--- src/rtl/multicycle_ctrl.sv ---
// Multi-cycle control FSM for the MIPS subset datapath.
// Sequences each instruction through IF/ID/EXE/MEM/WB, decodes opcode/funct
// held in the instruction register, and drives the ALU operation, datapath
// mux selects and the PC/IR/register-file/data-memory write enables.
// The FSM state is the only control state; every control output is decoded
// combinationally from state, opcode, funct and zero. All write enables are
// gated by rst so that an asynchronous reset kills any write at once.
module multicycle_ctrl #(
    parameter int CNT_W = 32
) (
    input  logic             clk,
    input  logic             rst,
    input  logic [5:0]       opcode,
    input  logic [5:0]       funct,
    input  logic             zero,
    output logic [4:0]       ALUOp,
    output logic             ALUSrcA,
    output logic [1:0]       ALUSrcB,
    output logic             RegDst,
    output logic             WDSel,
    output logic [1:0]       NPCOp,
    output logic             PCWrite,
    output logic             IRWrite,
    output logic             RegWrite,
    output logic             MemWrite,
    output logic             illegal,
    output logic [2:0]       state,
    output logic [CNT_W-1:0] retired
);

    // ALU operation encodings shared with the datapath ALU.
    localparam logic [4:0] ALUOP_NOP  = 5'd0;
    localparam logic [4:0] ALUOP_ADDU = 5'd1;
    localparam logic [4:0] ALUOP_ADD  = 5'd2;
    localparam logic [4:0] ALUOP_SUBU = 5'd3;
    localparam logic [4:0] ALUOP_SUB  = 5'd4;
    localparam logic [4:0] ALUOP_OR   = 5'd5;
    localparam logic [4:0] ALUOP_SLT  = 5'd6;
    localparam logic [4:0] ALUOP_LUI  = 5'd7;
    localparam logic [4:0] ALUOP_EQL  = 5'd8;
    localparam logic [4:0] ALUOP_BNE  = 5'd9;

    // Opcode field values.
    localparam logic [5:0] OP_RTYPE = 6'b000000;
    localparam logic [5:0] OP_ADDI  = 6'b001000;
    localparam logic [5:0] OP_ORI   = 6'b001101;
    localparam logic [5:0] OP_LUI   = 6'b001111;
    localparam logic [5:0] OP_LW    = 6'b100011;
    localparam logic [5:0] OP_SW    = 6'b101011;
    localparam logic [5:0] OP_BEQ   = 6'b000100;
    localparam logic [5:0] OP_BNE   = 6'b000101;
    localparam logic [5:0] OP_J     = 6'b000010;

    // Funct field values for R-type.
    localparam logic [5:0] FN_ADDU = 6'b100001;
    localparam logic [5:0] FN_SUBU = 6'b100011;
    localparam logic [5:0] FN_ADD  = 6'b100000;
    localparam logic [5:0] FN_SUB  = 6'b100010;
    localparam logic [5:0] FN_OR   = 6'b100101;
    localparam logic [5:0] FN_SLT  = 6'b101010;

    // ALUSrcB selections.
    localparam logic [1:0] SRCB_REG  = 2'd0;
    localparam logic [1:0] SRCB_FOUR = 2'd1;
    localparam logic [1:0] SRCB_SEXT = 2'd2;
    localparam logic [1:0] SRCB_ZEXT = 2'd3;

    // NPCOp selections.
    localparam logic [1:0] NPC_PLUS4  = 2'd0;
    localparam logic [1:0] NPC_BRANCH = 2'd1;
    localparam logic [1:0] NPC_JUMP   = 2'd2;

    typedef enum logic [2:0] {
        S_IF  = 3'd0,
        S_ID  = 3'd1,
        S_EXE = 3'd2,
        S_MEM = 3'd3,
        S_WB  = 3'd4
    } state_t;

    state_t state_q;
    state_t state_next;

    logic is_rtype;
    logic is_ialu;
    logic is_lw;
    logic is_sw;
    logic is_branch;
    logic is_jump;
    logic legal;
    logic [4:0] exe_op;
    logic [1:0] exe_srcb;

    logic pc_we;
    logic ir_we;
    logic rf_we;
    logic mem_we;
    logic ill_pulse;
    logic retire_now;

    // Instruction decode: classify the IR contents and work out the ALU
    // operation and B-operand source this instruction uses in EXE.
    always_comb begin
        is_rtype  = 1'b0;
        is_ialu   = 1'b0;
        is_lw     = 1'b0;
        is_sw     = 1'b0;
        is_branch = 1'b0;
        is_jump   = 1'b0;
        exe_op    = ALUOP_NOP;
        exe_srcb  = SRCB_REG;
        case (opcode)
            OP_RTYPE: begin
                is_rtype = 1'b1;
                exe_srcb = SRCB_REG;
                case (funct)
                    FN_ADDU: exe_op = ALUOP_ADDU;
                    FN_SUBU: exe_op = ALUOP_SUBU;
                    FN_ADD:  exe_op = ALUOP_ADD;
                    FN_SUB:  exe_op = ALUOP_SUB;
                    FN_OR:   exe_op = ALUOP_OR;
                    FN_SLT:  exe_op = ALUOP_SLT;
                    default: begin
                        is_rtype = 1'b0;
                        exe_op   = ALUOP_NOP;
                    end
                endcase
            end
            OP_ADDI: begin
                is_ialu  = 1'b1;
                exe_op   = ALUOP_ADD;
                exe_srcb = SRCB_SEXT;
            end
            OP_ORI: begin
                is_ialu  = 1'b1;
                exe_op   = ALUOP_OR;
                exe_srcb = SRCB_ZEXT;
            end
            OP_LUI: begin
                is_ialu  = 1'b1;
                exe_op   = ALUOP_LUI;
                exe_srcb = SRCB_SEXT;
            end
            OP_LW: begin
                is_lw    = 1'b1;
                exe_op   = ALUOP_ADDU;
                exe_srcb = SRCB_SEXT;
            end
            OP_SW: begin
                is_sw    = 1'b1;
                exe_op   = ALUOP_ADDU;
                exe_srcb = SRCB_SEXT;
            end
            OP_BEQ: begin
                is_branch = 1'b1;
                exe_op    = ALUOP_EQL;
                exe_srcb  = SRCB_REG;
            end
            OP_BNE: begin
                is_branch = 1'b1;
                exe_op    = ALUOP_BNE;
                exe_srcb  = SRCB_REG;
            end
            OP_J: begin
                is_jump = 1'b1;
            end
            default: begin
                exe_op = ALUOP_NOP;
            end
        endcase
        legal = is_rtype | is_ialu | is_lw | is_sw | is_branch | is_jump;
    end

    // Per-state control decode and next-state selection. Outside IF the ALU
    // keeps the instruction's EXE operation so ALUOut is never disturbed.
    always_comb begin
        state_next = S_IF;
        ALUOp      = exe_op;
        ALUSrcA    = 1'b0;
        ALUSrcB    = SRCB_REG;
        RegDst     = 1'b0;
        WDSel      = 1'b0;
        NPCOp      = NPC_PLUS4;
        pc_we      = 1'b0;
        ir_we      = 1'b0;
        rf_we      = 1'b0;
        mem_we     = 1'b0;
        ill_pulse  = 1'b0;
        retire_now = 1'b0;
        case (state_q)
            S_IF: begin
                ALUOp      = ALUOP_ADDU;
                ALUSrcA    = 1'b0;
                ALUSrcB    = SRCB_FOUR;
                NPCOp      = NPC_PLUS4;
                pc_we      = 1'b1;
                ir_we      = 1'b1;
                state_next = S_ID;
            end
            S_ID: begin
                if (is_jump) begin
                    pc_we      = 1'b1;
                    NPCOp      = NPC_JUMP;
                    retire_now = 1'b1;
                    state_next = S_IF;
                end else if (!legal) begin
                    ill_pulse  = 1'b1;
                    ALUOp      = ALUOP_NOP;
                    state_next = S_IF;
                end else begin
                    state_next = S_EXE;
                end
            end
            S_EXE: begin
                ALUSrcA = 1'b1;
                ALUSrcB = exe_srcb;
                if (is_branch) begin
                    NPCOp      = NPC_BRANCH;
                    pc_we      = zero;
                    retire_now = 1'b1;
                    state_next = S_IF;
                end else if (is_lw || is_sw) begin
                    state_next = S_MEM;
                end else if (legal) begin
                    state_next = S_WB;
                end else begin
                    state_next = S_IF;
                end
            end
            S_MEM: begin
                ALUSrcA = 1'b1;
                ALUSrcB = exe_srcb;
                if (is_sw) begin
                    mem_we     = 1'b1;
                    retire_now = 1'b1;
                    state_next = S_IF;
                end else if (is_lw) begin
                    state_next = S_WB;
                end else begin
                    state_next = S_IF;
                end
            end
            S_WB: begin
                ALUSrcA    = 1'b1;
                ALUSrcB    = exe_srcb;
                rf_we      = 1'b1;
                RegDst     = is_rtype;
                WDSel      = is_lw;
                retire_now = 1'b1;
                state_next = S_IF;
            end
            default: begin
                ALUOp      = ALUOP_NOP;
                state_next = S_IF;
            end
        endcase
    end

    // Gate every write enable and the illegal pulse with reset so an
    // asynchronous reset aborts the instruction without partial writes.
    always_comb begin
        PCWrite  = pc_we & ~rst;
        IRWrite  = ir_we & ~rst;
        RegWrite = rf_we & ~rst;
        MemWrite = mem_we & ~rst;
        illegal  = ill_pulse & ~rst;
    end

    assign state = state_q;

    // State register of the instruction sequencer.
    always_ff @(posedge clk or posedge rst) begin
        if (rst) begin
            state_q <= S_IF;
        end else begin
            state_q <= state_next;
        end
    end

    // Retired-instruction counter, bumped on the transition back to IF
    // after a legal instruction completes; wraps naturally.
    always_ff @(posedge clk or posedge rst) begin
        if (rst) begin
            retired <= '0;
        end else if (retire_now) begin
            retired <= retired + CNT_W'(1);
        end
    end

endmodule

--- config.mk ---
export PLATFORM = sky130hd
export DESIGN_NAME = multicycle_ctrl
export DESIGN_NICKNAME = d
export VERILOG_FILES = /design/src/rtl/multicycle_ctrl.sv
export SDC_FILE = /design/constraint.sdc
export NUM_CORES = 1
export LEC_CHECK = 0
export BUFFER_PORTS_ARGS = -buffer_cell sky130_fd_sc_hd__buf_2
export CORE_ASPECT_RATIO = 0.5
export CORE_MARGIN = 8
export CORE_UTILIZATION = 35
export CTS_CLUSTER_DIAMETER = 30
export CTS_CLUSTER_SIZE = 25
export DETAILED_ROUTE_END_ITERATION = 8
export GPL_TIMING_DRIVEN = 0
export HOLD_SLACK_MARGIN = 0.05
export PLACE_DENSITY_LB_ADDON = 0.05
export SLEW_MARGIN = 20
export SYNTH_ARGS = -nofsm -noshare
export SYNTH_HDL_FRONTEND = slang
export SYNTH_SLANG_ARGS = --single-unit
--- constraint.sdc ---
create_clock -name clk -period 3.3 [get_ports clk]
set_input_delay 0.66 -clock clk [delete_from_list [all_inputs] [get_ports clk]]
set_output_delay 0.66 -clock clk [all_outputs]
set_load 0.01 [all_outputs]
### Word level (Yosys, flattened, before mapping)

Index checks and enable logic that the tools add are counted.

* register bits: 35
* output and inout bits: 52
* word-level logic and storage cells: 81
* input bits: 15

* eq/ne operators: 18
* multiplexer cells: 40
* bitwise gates (word level): 11
* add/subtract/negate cells: 1
* reduce and logical (&&, ||, !) cells: 9

Operator list (count)
* 6-bit equality test (second input constant): 8
* 32-bit by 1-bit adder with 32-bit output (second input constant): 1
* 4-bit case mux with 7 select lines: 1
* 1-bit 2-to-1 mux: 21
* 6-bit by 4-bit equality test with 1-bit output (second input constant): 3
* 3-bit case mux with 6 select lines: 1
* 3-bit 2-to-1 mux: 5
* 5-bit case mux with 3 select lines: 1
* 6-bit by 3-bit equality test with 1-bit output (second input constant): 2
* 2-bit case mux with 2 select lines: 3
* 3-bit case mux with 4 select lines: 1
* 5-bit 2-to-1 mux: 2
* 3-bit by 2-bit equality test with 1-bit output (second input constant): 2
* 6-bit by 2-bit equality test with 1-bit output (second input constant): 1
* 6-bit logical NOT: 1
* 2-bit 2-to-1 mux: 3
* 3-bit OR reduction: 2
* 6-bit OR reduction: 1
* 1-bit AND: 5
* 1-bit bitwise OR: 5
* 1-bit case mux with 4 select lines: 1
* 2-bit OR reduction: 2
* 4-bit OR reduction: 1
* 3-bit by 1-bit equality test with 1-bit output (second input constant): 1
* 5 further kinds: 5

### Logic depth before layout (Yosys ltp)

* depth in word-level cells: 13
* gate-level depth with buffers: 8
* mapped depth without buffers: 6

### Worst setup path after synthesis

Ideal clock, no wire load.

* path type: input -> output
* start point: input opcode[3]
* end point: output PCWrite
* path buffers: 0
* setup slack: 0.690 ns
* required time: 2.640 ns
* data arrival time: 1.950 ns
* stages: 5
* path through: nor3_2 > nand3_1 > nor3_1 > a21boi_0 > a2111oi_0

* longest elaborated chain between the ends: 6

Ends and longest elaborated chain
* start, declared: line 13 `input logic [5:0] opcode,`
* 6-bit by 3-bit equality test with 1-bit output: line 112 `case (opcode)`
* 2-bit OR reduction (no line)
* 1-bit 2-to-1 mux: line 112
* 1-bit 2-to-1 mux: line 217 `if (is_branch) begin`
* 1-bit case mux with 3 select lines (*): line 190 `case (state_q)`
* 1-bit AND (*): line 262 `PCWrite = pc_we & ~rst;`
* end, declared: line 22 `output logic PCWrite,`

Mark *: on every way between the ends. The rest lies on a longest branch, timed or not.

### Final worst setup path

* start point: input opcode[3]
* end point: output ALUOp[0]

* longest elaborated chain between the ends: 11

Ends and longest elaborated chain
* 6-bit by 4-bit equality test with 1-bit output: line 112
* 3-bit OR reduction (no line)
* 1-bit 2-to-1 mux: line 112
* 1-bit bitwise OR (5 in series): line 171 `legal = is_rtype | is_ialu | is_lw | is_sw | is_branch | is_jump;`
* 5-bit 2-to-1 mux: line 206 `end else if (!legal) begin`
* 5-bit 2-to-1 mux: line 201 `if (is_jump) begin`
* 5-bit case mux with 3 select lines (*): line 190
* end, declared: line 16 `output logic [4:0] ALUOp,`

Marked as above.

==> flow_summary.toml <==
[drt]
first_pass_iters = 4
routedWlPerCell_um = 14.84
drcViolationCount = 0
vias_per_cell = 5.134
ant_nets = 0
wl_mm = 5.890
routed-via-count = 2038
drtIter0Drc = 114

[synth]
synth_edf_count = 0
yosys_warnings = 0
yosysTopAreaCellShare_pct = 39.95
ys.flop_type = "dfrtp_1"
ys_seq_elements = 35
synthesis.nets = 253
async_reset_ff_share_pct = 100.0
syn_area_mm2 = 0.002192
synthCells = 237
yosysSeqAreaShare_pct = 39.95
synth_common_cells = "dfrtp_1, xnor2_1, nand3_1, nor2_1, nand2_1"
syn_area_per_cell_um2 = 9.249
synth_most_common_cell = "dfrtp_1"
synth_cell_types = 50
synth.area.top_cells = "dfrtp_1, xnor2_1, nand3_1"
synth_area_leader_cell = "dfrtp_1"

[sta]
fin_crit_sh_pct = 87.17
clock_skew_ns = 0.006851
fmax_mhz = 347.6
setup-violations-final = 0
slew_violations = 0
tightest_slew_ns = 0.7416
relSlewSlack_pct = 50.49
hold_viol_final = 0
fin_tns_setup_ns = 0
rsz0062_at_grt = "no"
finalWorstPathRequiredPeriod_ns = 2.877
timing.final.ws_setup_ns = 0.4235

[setup_path]
slowest_stage = "nor3b_1"
cp-start-kind = "primary input"
crit_type = "primary input to output port"
crit_path_end_kind = "output port"
worstPathArrival_ns = 2.22
cp_num_buf_inv = 2
max_stage_delay_ns = 0.39
path_cells = "buf_2 -> nor3_2 -> nand2_1 -> nor3b_1 -> nand4b_1 -> nand2_1 -> maj3_1 -> buf_2"
cp_data_required_time_ns = 2.64
crit_fanout = 7
crit_family = "simple AND/OR/NAND/NOR gates"

[clock_network]
clk_path_buf_depth = 2
cts-root-buf = "clkbuf_16"
worstSkewPairLatency_ns = 0.27
cts_resized = 0
cts_hold_buf = 0
htree_levels = 2
cts_tree = "yes"
cts_setup_buffers = 0
cts_buffers = 5
path_clk_slew_ns = 0.06
cts.sinks = 35

[die]
initial_utilization_pct = 36.20
rows = 20
io_pins = 67
die_height_um = 71.96
die_area_mm2 = 0.009205
fp.dieW_um = 127.9
coreArea_mm2 = 0.006056

[final_layout]
multiInputGateArea_mm2 = 0.001236
drive_gt1_share_pct = 29.77
num_antenna_cells = 0
regArea_um2 = 875.8
fin_nets = 324
fillers = 650
area_growth_pct = 26.08

[placement]
dp_hpwl_mm = 4.545
port_buffers = 64
gp_congestion = 0.8436
place_ws_ns = 0.4354

[power_and_ir_drop]
p_per_area_mw_per_mm2 = 422.6
leakage_nw = 1.370
ir_worst_vdd_mv = 0.1807

[global_routing]
grt_pass1_wl_mm = 10.12
antenna_found_initial = 0
overflow = 0
grt_usage_pct = 13.29
grt_max_degree = 36
grt_pass1_vias = 2077

[min_path]
hold_path_class = "flop to flop"

[run]
maxCapViolCount = 0

[status]
outcome = "complete, no violations"
[routing by layer]
metal,vias to the layer above,global-route usage (%),part of all wire (%)
met5,-,0,0
met4,0,3.003,0.68
met3,4,4.459,7.2
met2,60,20.84,44
met1,981,17.35,48
li1,993,-,-
[worst reg2reg max path, stage by stage (launching register included)]
cell and delay (ns):
dfrtp_1 0.39, buf_2 0.19, nor2b_1 0.31, o21ai_2 0.18, a21oi_2 0.45, and3_1 0.24, xor2_1 0.15
[state kept, by name, summed over array words and instances (netlist names)]
name / count
retired: 32
state: 3
[cell usage in the layout (no fill, tap or decap), types with 3 or more instances in the layout]
cell type  instances
and4_1             6
nand2_1           15
clkbuf_1           3
nand4_1           14
clkbuf_16          5
buf_2             68
dfrtp_1           35
nand2b_1           6
a21oi_1            6
and3_1            12
nor2_1            17
o21ai_0            7
nand3_1           22
nor3b_1            4
inv_1              5
nor3_1             6
xor2_1             7
xnor2_1           25
nor2b_1            4
a32oi_1            3
and2_1             3
[path summary, 6_finish.rpt]
path / end / depth (start not counted) / slack [ns] / startpoint
worst max-delay path: ALUOp[0] / 8 / 0.42 / opcode[3]
worst min-delay path: retired[31] / 1 / 0.46 / retired[31]
worst max register to register: retired[5] / 6 / 1.31 / state[2]
worst min register to register: retired[31] / 1 / 0.46 / retired[31]
max in group asynchronous: retired[7] / 2 / 2.26 / rst
min in group asynchronous: state[2] / 2 / 0.57 / rst
[power breakdown]
part | switching, mW | leakage [nW] | internal (mW)
Clock | 0.174 | 0.0669 | 0.278
Sequential | 0.0167 | 0.485 | 0.446
Combinational | 0.152 | 0.818 | 0.101
Total | 0.343 | 1.37 | 0.825
[metrics by stage]
step,hold WS (ns),power (mW),instance area [µm²],std cells,utilization [%]
floorplan,0.5076,0.6311,2192,237,-
global placement,0.4570,0.7244,2623,389,43.31
detailed placement,0.4628,0.7275,2623,389,43.31
CTS,0.4707,1.189,2764,397,45.64
global route,0.5136,1.230,2764,397,45.64
finish,0.4595,1.168,2764,397,45.64
[logic make-up (layout without fill, tap and decap cells)]
family / after synthesis / after routing / share of synthesized area (%)
compound gates: 26 / 26 / 8.277
xor+xnor: 32 / 32 / 12.79
fa+ha+maj: 2 / 2 / 1.027
buf+inv: 16 / 88 / 3.653
flops: 35 / 35 / 39.95
other cells: 1 / 1 / 0.1711
simple gates: 125 / 125 / 34.13
[final cells by class]
type,instances,area share [%]
Multi-Input combinational cell,186,44.73
Sequential cell,35,31.69
Timing Repair Buffer,64,11.59
Clock buffer,6,4.663
Tap cell,88,3.984
Buffer,9,1.947
Inverter,7,0.9507
Clock inverter,2,0.4527
Note: power is estimated with default switching activity, not from simulation.
